File: src/rtl/inspection_pkg.sv
// Shared encodings for the inspection (E) and protocol (Y) FSMs and the reject-gate state.
package inspection_pkg;

  typedef enum logic [1:0] {
    E_IDLE    = 2'b00,
    E_INSPECT = 2'b01,
    E_ACCEPT  = 2'b10,
    E_REJECT  = 2'b11
  } e_state_t;

  typedef enum logic [1:0] {
    Y_NONE   = 2'b00,
    Y_CONVEY = 2'b01,
    Y_DIVERT = 2'b10,
    Y_HALT   = 2'b11
  } y_act_t;

  typedef enum logic [1:0] {
    G_IDLE    = 2'b00,
    G_FIRE    = 2'b01,
    G_HOLDOFF = 2'b10
  } g_state_t;

endpackage

File: src/rtl/reject_gate_fsm.sv
// Reject-gate pulse generator: fires a fixed-length gate pulse on each DIVERT edge,
// then holds off; DIVERT edges while busy are dropped and flagged on drop_c.
module reject_gate_fsm
  import inspection_pkg::*;
#(
  parameter int unsigned GATE_CYCLES    = 4,
  parameter int unsigned HOLDOFF_CYCLES = 2
) (
  input  logic       clk,
  input  logic       rst_n,
  input  logic [1:0] y_in,
  output logic       gate_o,
  output logic       busy_o,
  output logic       drop_c
);

  localparam int unsigned GC_MAX = (GATE_CYCLES > HOLDOFF_CYCLES) ? GATE_CYCLES : HOLDOFF_CYCLES;
  localparam int unsigned GC_W   = (GC_MAX > 1) ? $clog2(GC_MAX) : 1;

  g_state_t        state_q, state_d;
  logic [GC_W-1:0] gcnt_q, gcnt_d;
  logic [1:0]      y_prev;
  logic            div_ev;

  assign div_ev = (y_in == Y_DIVERT) && (y_prev != Y_DIVERT);

  // Next-state, down-counter and drop detection; HALT overrides everything
  always_comb begin
    state_d = state_q;
    gcnt_d  = gcnt_q;
    drop_c  = 1'b0;
    if (y_in == Y_HALT) begin
      state_d = G_IDLE;
      gcnt_d  = '0;
    end else begin
      case (state_q)
        G_IDLE: begin
          if (div_ev) begin
            state_d = G_FIRE;
            gcnt_d  = GC_W'(GATE_CYCLES - 1);
          end
        end
        G_FIRE: begin
          drop_c = div_ev;
          if (gcnt_q == '0) begin
            state_d = G_HOLDOFF;
            gcnt_d  = GC_W'(HOLDOFF_CYCLES - 1);
          end else begin
            gcnt_d = gcnt_q - GC_W'(1);
          end
        end
        G_HOLDOFF: begin
          drop_c = div_ev;
          if (gcnt_q == '0) begin
            state_d = G_IDLE;
          end else begin
            gcnt_d = gcnt_q - GC_W'(1);
          end
        end
        default: begin
          state_d = G_IDLE;
          gcnt_d  = '0;
        end
      endcase
    end
  end

  // State, counter, edge register and registered gate/busy outputs
  always_ff @(posedge clk or negedge rst_n) begin
    if (!rst_n) begin
      state_q <= G_IDLE;
      gcnt_q  <= '0;
      y_prev  <= Y_NONE;
      gate_o  <= 1'b0;
      busy_o  <= 1'b0;
    end else begin
      state_q <= state_d;
      gcnt_q  <= gcnt_d;
      y_prev  <= y_in;
      gate_o  <= (state_d == G_FIRE);
      busy_o  <= (state_d != G_IDLE);
    end
  end

endmodule

File: src/rtl/inspection_tally.sv
// Verdict tally: counts accept/reject edges, raises a sticky alarm after a run of
// consecutive rejects, and drives the reject gate from DIVERT requests.
module inspection_tally
  import inspection_pkg::*;
#(
  parameter int unsigned CNT_W          = 8,
  parameter int unsigned GATE_CYCLES    = 4,
  parameter int unsigned HOLDOFF_CYCLES = 2,
  parameter int unsigned ALARM_LIMIT    = 3
) (
  input  logic             clk,
  input  logic             rst,
  input  logic [1:0]       e_in,
  input  logic [1:0]       y_in,
  input  logic             clr_i,
  input  logic             sel_i,
  output logic [CNT_W-1:0] count_o,
  output logic             gate_o,
  output logic             busy_o,
  output logic             alarm_o,
  output logic             miss_o
);

  localparam int unsigned RUN_W = (ALARM_LIMIT > 1) ? $clog2(ALARM_LIMIT + 1) : 1;

  logic [1:0]       e_prev;
  logic [CNT_W-1:0] pass_cnt, rej_cnt;
  logic [RUN_W-1:0] run_q, run_d;
  logic             acc_ev, rej_ev, drop_c;

  assign acc_ev = (e_in == E_ACCEPT) && (e_prev != E_ACCEPT);
  assign rej_ev = (e_in == E_REJECT) && (e_prev != E_REJECT);

  reject_gate_fsm #(
    .GATE_CYCLES   (GATE_CYCLES),
    .HOLDOFF_CYCLES(HOLDOFF_CYCLES)
  ) u_gate (
    .clk   (clk),
    .rst_n (rst),
    .y_in  (y_in),
    .gate_o(gate_o),
    .busy_o(busy_o),
    .drop_c(drop_c)
  );

  // Consecutive-reject run: accept restarts it, rejects climb to the limit and stop
  always_comb begin
    run_d = run_q;
    if (acc_ev) begin
      run_d = '0;
    end else if (rej_ev && (run_q != RUN_W'(ALARM_LIMIT))) begin
      run_d = run_q + RUN_W'(1);
    end
  end

  // Saturating counters, sticky alarm and miss flag; clear wins over same-cycle events
  always_ff @(posedge clk or negedge rst) begin
    if (!rst) begin
      e_prev   <= E_IDLE;
      pass_cnt <= '0;
      rej_cnt  <= '0;
      run_q    <= '0;
      alarm_o  <= 1'b0;
      miss_o   <= 1'b0;
    end else begin
      e_prev <= e_in;
      if (clr_i) begin
        pass_cnt <= '0;
        rej_cnt  <= '0;
        run_q    <= '0;
        alarm_o  <= 1'b0;
        miss_o   <= 1'b0;
      end else begin
        if (acc_ev && (pass_cnt != '1)) pass_cnt <= pass_cnt + CNT_W'(1);
        if (rej_ev && (rej_cnt != '1))  rej_cnt  <= rej_cnt + CNT_W'(1);
        run_q   <= run_d;
        alarm_o <= alarm_o | (run_d == RUN_W'(ALARM_LIMIT));
        miss_o  <= miss_o | drop_c;
      end
    end
  end

  // Counter readback select
  always_comb begin
    count_o = sel_i ? rej_cnt : pass_cnt;
  end

endmodule
File: config.mk
export PLATFORM = sky130hd
export DESIGN_NAME = inspection_tally
export DESIGN_NICKNAME = d
export VERILOG_FILES = /design/src/rtl/inspection_pkg.sv /design/src/rtl/reject_gate_fsm.sv /design/src/rtl/inspection_tally.sv
export SDC_FILE = /design/constraint.sdc
export NUM_CORES = 1
export LEC_CHECK = 0
export ABC_CLOCK_PERIOD_IN_PS = 1600
export BUFFER_PORTS_ARGS = -buffer_cell sky130_fd_sc_hd__clkbuf_2
export CORE_UTILIZATION = 54
export CTS_BUF_LIST = sky130_fd_sc_hd__clkbuf_4
export DETAILED_ROUTE_END_ITERATION = 7
export PLACE_DENSITY_LB_ADDON = 0.2
export SLEW_MARGIN = 20
export SYNTH_ARGS = -nofsm -noshare
export SYNTH_HDL_FRONTEND = slang
export SYNTH_SLANG_ARGS = --single-unit
export TNS_END_PERCENT = 20
File: constraint.sdc
create_clock -name clk -period 1.6 [get_ports clk]
set_clock_uncertainty 0.05 [all_clocks]
set_input_delay 0.32 -clock clk [delete_from_list [all_inputs] [get_ports clk]]
set_output_delay 0.32 -clock clk [all_outputs]
set_load 0.01 [all_outputs]
# Word level (Yosys, flattened, before mapping)
# Index checks and enable logic that the tools add are counted.
[word_totals]
register_bits = 30
input_bits = 8
out_inout_bits = 12
wordCells = 68
[op_classes]
add_sub_neg = 4
eq_ne = 16
n_mux = 22
n_bitwise = 2
reduce_logical = 13
[ops]
columns = ["operator", "n"]
rows = [
  ["2-to-1 mux 8 bit", 5],
  ["2-to-1 mux 2 bit", 11],
  ["adder 8 x 1 -> 8 bit, second input constant", 2],
  ["inequality test 8 bit, second input constant", 2],
  ["equality test 2 bit, second input constant", 6],
  ["case mux 2 bit (3 select lines)", 2],
  ["inequality test 2 bit, second input constant", 4],
  ["logical AND 1 bit", 6],
  ["nonzero test 2 bit", 3],
  ["equality test 2 x 1 -> 1 bit, second input constant", 2],
  ["zero test 2 bit", 2],
  ["2-to-1 mux 1 bit", 4],
  ["inequality test 3 x 1 -> 1 bit, second input constant", 1],
  ["inequality test 3 x 2 -> 1 bit, second input constant", 1],
  ["adder 2 x 1 -> 2 bit, second input constant", 1],
  ["OR 1 bit", 2],
  ["AND reduction 2 bit", 1],
  ["OR reduction 2 bit", 1],
  ["subtractor 2 x 1 -> 2 bit, second input constant", 1],
]

# Longest topological paths before layout
[logic_depth]
ltp_word = 8
ltp_mapped = 6
depth_no_buf = 6

# Cells and area by module
# A second synthesis with hierarchy kept.
[unflattened]
hier_cells = 172
hier_area_um2 = 1715.4
[by_module_without_submodules]
columns = ["mod", "n_inst", "cells_each", "area_per_inst_um2", "seq_area_each_um2"]
rows = [
  ["inspection_tally", 1, 121, 1231.2, 550.5],
  ["reject_gate_fsm", 1, 51, 484.2, 200.2],
]

# Worst setup path after synthesis
# No wires, ideal clock.
[synth_path]
path_type = "flip-flop to flip-flop"
from = "register pass_cnt[0]"
to = "register pass_cnt[4]"
setup_ps = 78
arrival_ps = 1398
t_required_ps = 1472
setup_slack_ps = 74
path_stages_with_launch = 7
path_buffers = 1
period_less_slack_ps = 1526
path_cell_list = "dfrtp_1 ha_1 nand3_1 o211ai_2 buf_6 or3_1 a21oi_1"
[synth_between]
elab_chain_cells = 3
word_cells_on_any_way = 6
classes_between = "add/sub (1); eq/ne (1); mux (2); reduce/logical (2)"
[synth_lines]
columns = ["element", "line", "rtl"]
rows = [
  ["from (decl)", "inspection_tally.sv:27", "logic [CNT_W-1:0] pass_cnt, rej_cnt;"],
  ["from (signal assigned)", "inspection_tally.sv:74", "if (acc_ev && (pass_cnt != '1)) pass_cnt <= pass_cnt + CNT_W'(1);"],
  ["adder 8 x 1 -> 8 bit or inequality test 8 bit (tied branches)", "inspection_tally.sv:74", ""],
  ["2-to-1 mux 8 bit or logical AND 1 bit (tied branches)", "inspection_tally.sv:74", ""],
  ["2-to-1 mux 8 bit or nonzero test 2 bit (tied branches)", "n/a", ""],
]
# Parallel ways exist; a longest one is shown, timed or not. The select of a mux whose other input is x is not followed.
# A chain may end at the register's enable or synchronous reset.

# Worst setup path after layout
[layout_path]
from = "register rej_cnt[0]"
to = "output port count_o[0]"
[layout_between]
elab_chain_cells = 1
[layout_lines]
columns = ["element", "line", "rtl"]
rows = [
  ["from (decl)", "inspection_tally.sv:27", ""],
  ["from (signal assigned)", "inspection_tally.sv:75", "if (rej_ev && (rej_cnt != '1)) rej_cnt <= rej_cnt + CNT_W'(1);"],
  ["2-to-1 mux 8 bit", "inspection_tally.sv:85", "count_o = sel_i ? rej_cnt : pass_cnt;"],
  ["to (decl)", "inspection_tally.sv:17", "output logic [CNT_W-1:0] count_o,"],
]
# No other way between the ends.

==> flow_summary.ini <==
[outcome]
status = finished, violations left
violations = design-rule violations, negative setup slack

[setup_path]
crit_chain = buf_4 -> mux2_2 -> clkbuf_2
worstPathMaxFanout = 5
start_kind = flop
cp.depth = 3
reg2reg_from = pass_cnt[4]$_DFFE_PN0P_
path_class = flop to output port
cp-end-kind = output port
critPathTopFamily = flip-flops
crit_slowest_cell = dfrtp_1
r2r_setup_slack_ns = 0
critPathBufInv = 2
reg2reg_to = pass_cnt[7]$_DFFE_PN0P_
worst-endpoint-required_ns = 1.23
worstPathArrival_ns = 1.25
cpPeakStageDelay_ns = 0.39
rr_worst_depth = 5

[final_layout]
diodes = 0
finalNetCount = 232
drive_gt1_share_pct = 35.81
final_cells = 246
area_growth_pct = 26.16

[global_route]
grt_antenna_before_repair = 0
grt.total_usage_pct = 24.14
grt_pass1_vias = 1377
grt_start_max_net_pins = 31
grt_overflow_total = 0
grt_pass1_wl_um = 6003

[synthesis]
postSynthAreaPerCell_um2 = 10.05
synth-async-reset-ratio_pct = 100.0
syn_inst = 166
synth_top_cells_by_area = dfrtp_1 (45%), ha_1 (6.7%), mux2_2 (6.7%)
synth-edff-count = 0
synth_top_cell_area_share_pct = 44.98
synth_area_um2 = 1669
yosys.cell_types.count = 41
synth_flop_cell = dfrtp_1
yosys.area.top_type = dfrtp_1
yosys_warnings = 0
ys_seq_elements = 30
synth_seq_area_share_pct = 44.98
syn-num-nets = 183

[worst_hold_path]
hp-class = input port to flop
min_to = e_prev[1]$_DFF_PN0_
whs_path_depth = 1
hp-start = e_in[1]

[timing]
setup_viol = 6
hold_viol_final = 0
rsz0062_at_grt = true
setup_ws_ns = -0.02379
relSlewSlack_pct = 71.10
fmax_ghz = 0.6158
worst_pin_slew_ns = 0.4326
fin_crit_ns = 1.624
fin_crit_sh_pct = 101.5
slew_viol_final = 0

[power]
total_power_uw = 2096
p_sw_uw = 689.6
sequentialPowerShare_pct = 43.7
clockPowerShare_pct = 21.1
p_comb_share_pct = 35.2
p_int_uw = 1406
leakagePower_uw = 0.0009907
power.density_nw_per_um2 = 995.3
vdd_ir_drop_max_mv = 0.7973
switching_share_pct = 32.90

[detailed_routing]
postRouteAntennaNets = 0
vias = 1473
drc = 1
wl_per_cell_um = 15.76
drtPass1Iterations = 8
routed_wl_um = 3878
via_per_inst = 5.988
first_iter_violations = 82

[clocking]
cts_tree = done
cts_max_level = 2
cts_root_buffer = clkbuf_4
cts_buffers = 5
clock-sinks = 30
clock_latency_ns = 0.32
path_clk_slew_ns = 0.09
cts.path.max_buffers = 2

[die]
row_count = 19
ios = 20
die_w_um = 57.60
fp.dieArea_um2 = 3317
coreArea_um2 = 2853
die_h_um = 57.60
start_util_pct = 58.51

[placement]
place_hpwl_um = 2660
portBuffers = 19
gp_congestion = 0.8755
placedCellCount = 234

[run]
drv_cap = 0
-- power groups by stage --
| stage | Sequential, µW | Combinational (µW) | Clock [µW] |
|---|---|---|---|
| floorplan | 933 | 431 | 0 |
| global placement | 925 | 615 | 0 |
| detailed placement | 936 | 651 | 0 |
| CTS | 920 | 667 | 449 |
| global route | 927 | 826 | 481 |
| finish | 917 | 738 | 442 |
-- cell type report --
| class | instances | area (µm²) |
|---|---|---|
| Multi-Input combinational cell | 126 | 922.1 |
| Sequential cell | 30 | 754.5 |
| Fill cell | 218 | 747.0 |
| Timing Repair Buffer | 45 | 311.5 |
| Clock buffer | 7 | 52.55 |
| Tap cell | 31 | 38.79 |
| Inverter | 7 | 26.28 |
-- routing by layer --
layer	global-route usage (%)	routed length [µm]
met5	0	0
met1	33.04	1721
met4	7.666	57
met2	37.71	1887
met3	6.122	211
-- synth_stat cells (2+ instances only) --
| cell | number |
|---|---|
| o31ai_1 | 2 |
| nor2_1 | 11 |
| or4_1 | 2 |
| nor3_1 | 4 |
| nand3_1 | 6 |
| or3_1 | 3 |
| ha_1 | 9 |
| clkbuf_1 | 3 |
| nor2b_1 | 6 |
| o21ai_0 | 7 |
| a21oi_1 | 16 |
| dfrtp_1 | 30 |
| mux2_2 | 10 |
| nand2_1 | 7 |
| o22ai_1 | 2 |
| nand2b_1 | 5 |
| a211oi_1 | 6 |
| a21o_1 | 3 |
| nand4_1 | 3 |
| a31oi_1 | 3 |
| inv_1 | 7 |
| mux2i_1 | 2 |
-- logic make-up after synthesis --
| family | share of synthesized area [%] |
|---|---|
| flip-flops | 44.98 |
| XOR/XNOR | 1.050 |
| multiplexers | 7.946 |
| buffers and inverters | 2.924 |
| AO/OA/AOI/OAI | 19.04 |
| AND/OR/NAND/NOR | 17.32 |
| adder cells (fa/ha/maj) | 6.747 |
-- sequential cells by signal, indices dropped and copies added, names as in the netlist --
| register | count |
|---|---|
| run_q | 2 |
| u_gate.state_q | 2 |
| rej_cnt | 8 |
| u_gate.busy_o | 1 |
| u_gate.y_prev | 2 |
| pass_cnt | 8 |
| alarm_o | 1 |
| e_prev | 2 |
| u_gate.gcnt_q | 2 |
| miss_o | 1 |
| u_gate.gate_o | 1 |
-- repair_timing --
action | in CTS | in global routing
setup endpoints to repair | 12 | 17
cloned | 0 | 1
gates resized for setup | 8 | 12
pin swaps | 0 | 3
hold buffers | 1 | 0
hold endpoints to repair | 30 | 0
setup buffers | 2 | 2
-- through the flow --
step                      utilization (%)  hold slack, ns  area, µm²  setup TNS [ns]  setup slack (ns)
after floorplan                         -        -0.02559       1669               0           0.07364
after global placement              68.20          0.2979       1946               0           0.05978
after detailed placement            68.20          0.3058       1946        -0.03651          -0.01949
after CTS                           71.84         0.07896       2049        -0.09335          -0.03123
after global routing                73.82         0.07576       2106         -0.6913          -0.09200
final                               73.82         0.09504       2106        -0.07950          -0.02379
-- worst max path at each step --
stage	startpoint	end	slack (ns)
2_1_floorplan	pass_cnt[0]$_DFFE_PN0P_	pass_cnt[4]$_DFFE_PN0P_	0.07
3_3_place_gp	pass_cnt[0]$_DFFE_PN0P_	pass_cnt[7]$_DFFE_PN0P_	0.06
3_5_place_dp	u_gate.state_q[0]$_DFF_PN0_	u_gate.gcnt_q[1]$_DFFE_PN0P_	-0.02
4_1_cts	rej_cnt[0]$_DFFE_PN0P_	count_o[0]	-0.03
5_1_grt	u_gate.gcnt_q[0]$_DFFE_PN0P_	u_gate.gate_o$_DFF_PN0_	-0.09
6_report	rej_cnt[0]$_DFFE_PN0P_	count_o[0]	-0.02
-- cells in the final DEF, fill, tap and decap left out, types with 4 or more instances in the layout --
master,netlist,layout
buf_6,1,5
nor2_1,11,11
nor3_1,4,4
nand2_1,7,7
nand3_1,6,5
o21ai_0,7,6
clkbuf_2,0,19
a211oi_1,6,5
clkbuf_4,0,7
mux2_2,10,9
ha_1,9,6
a21oi_1,16,16
nor2b_1,6,6
buf_4,0,20
dfrtp_1,30,27
inv_1,7,6
nand2b_1,5,5
-- worst reg2reg max path: cells and delay by family (launching register included) --
kind / cells / cell delay, ns
AOI/OAI and AO/OA: 2 / 0.31
buffers and inverters: 1 / 0.14
DFF: 1 / 0.41
and+or+nand+nor: 2 / 0.64
Power figures use the tool's default switching activity.
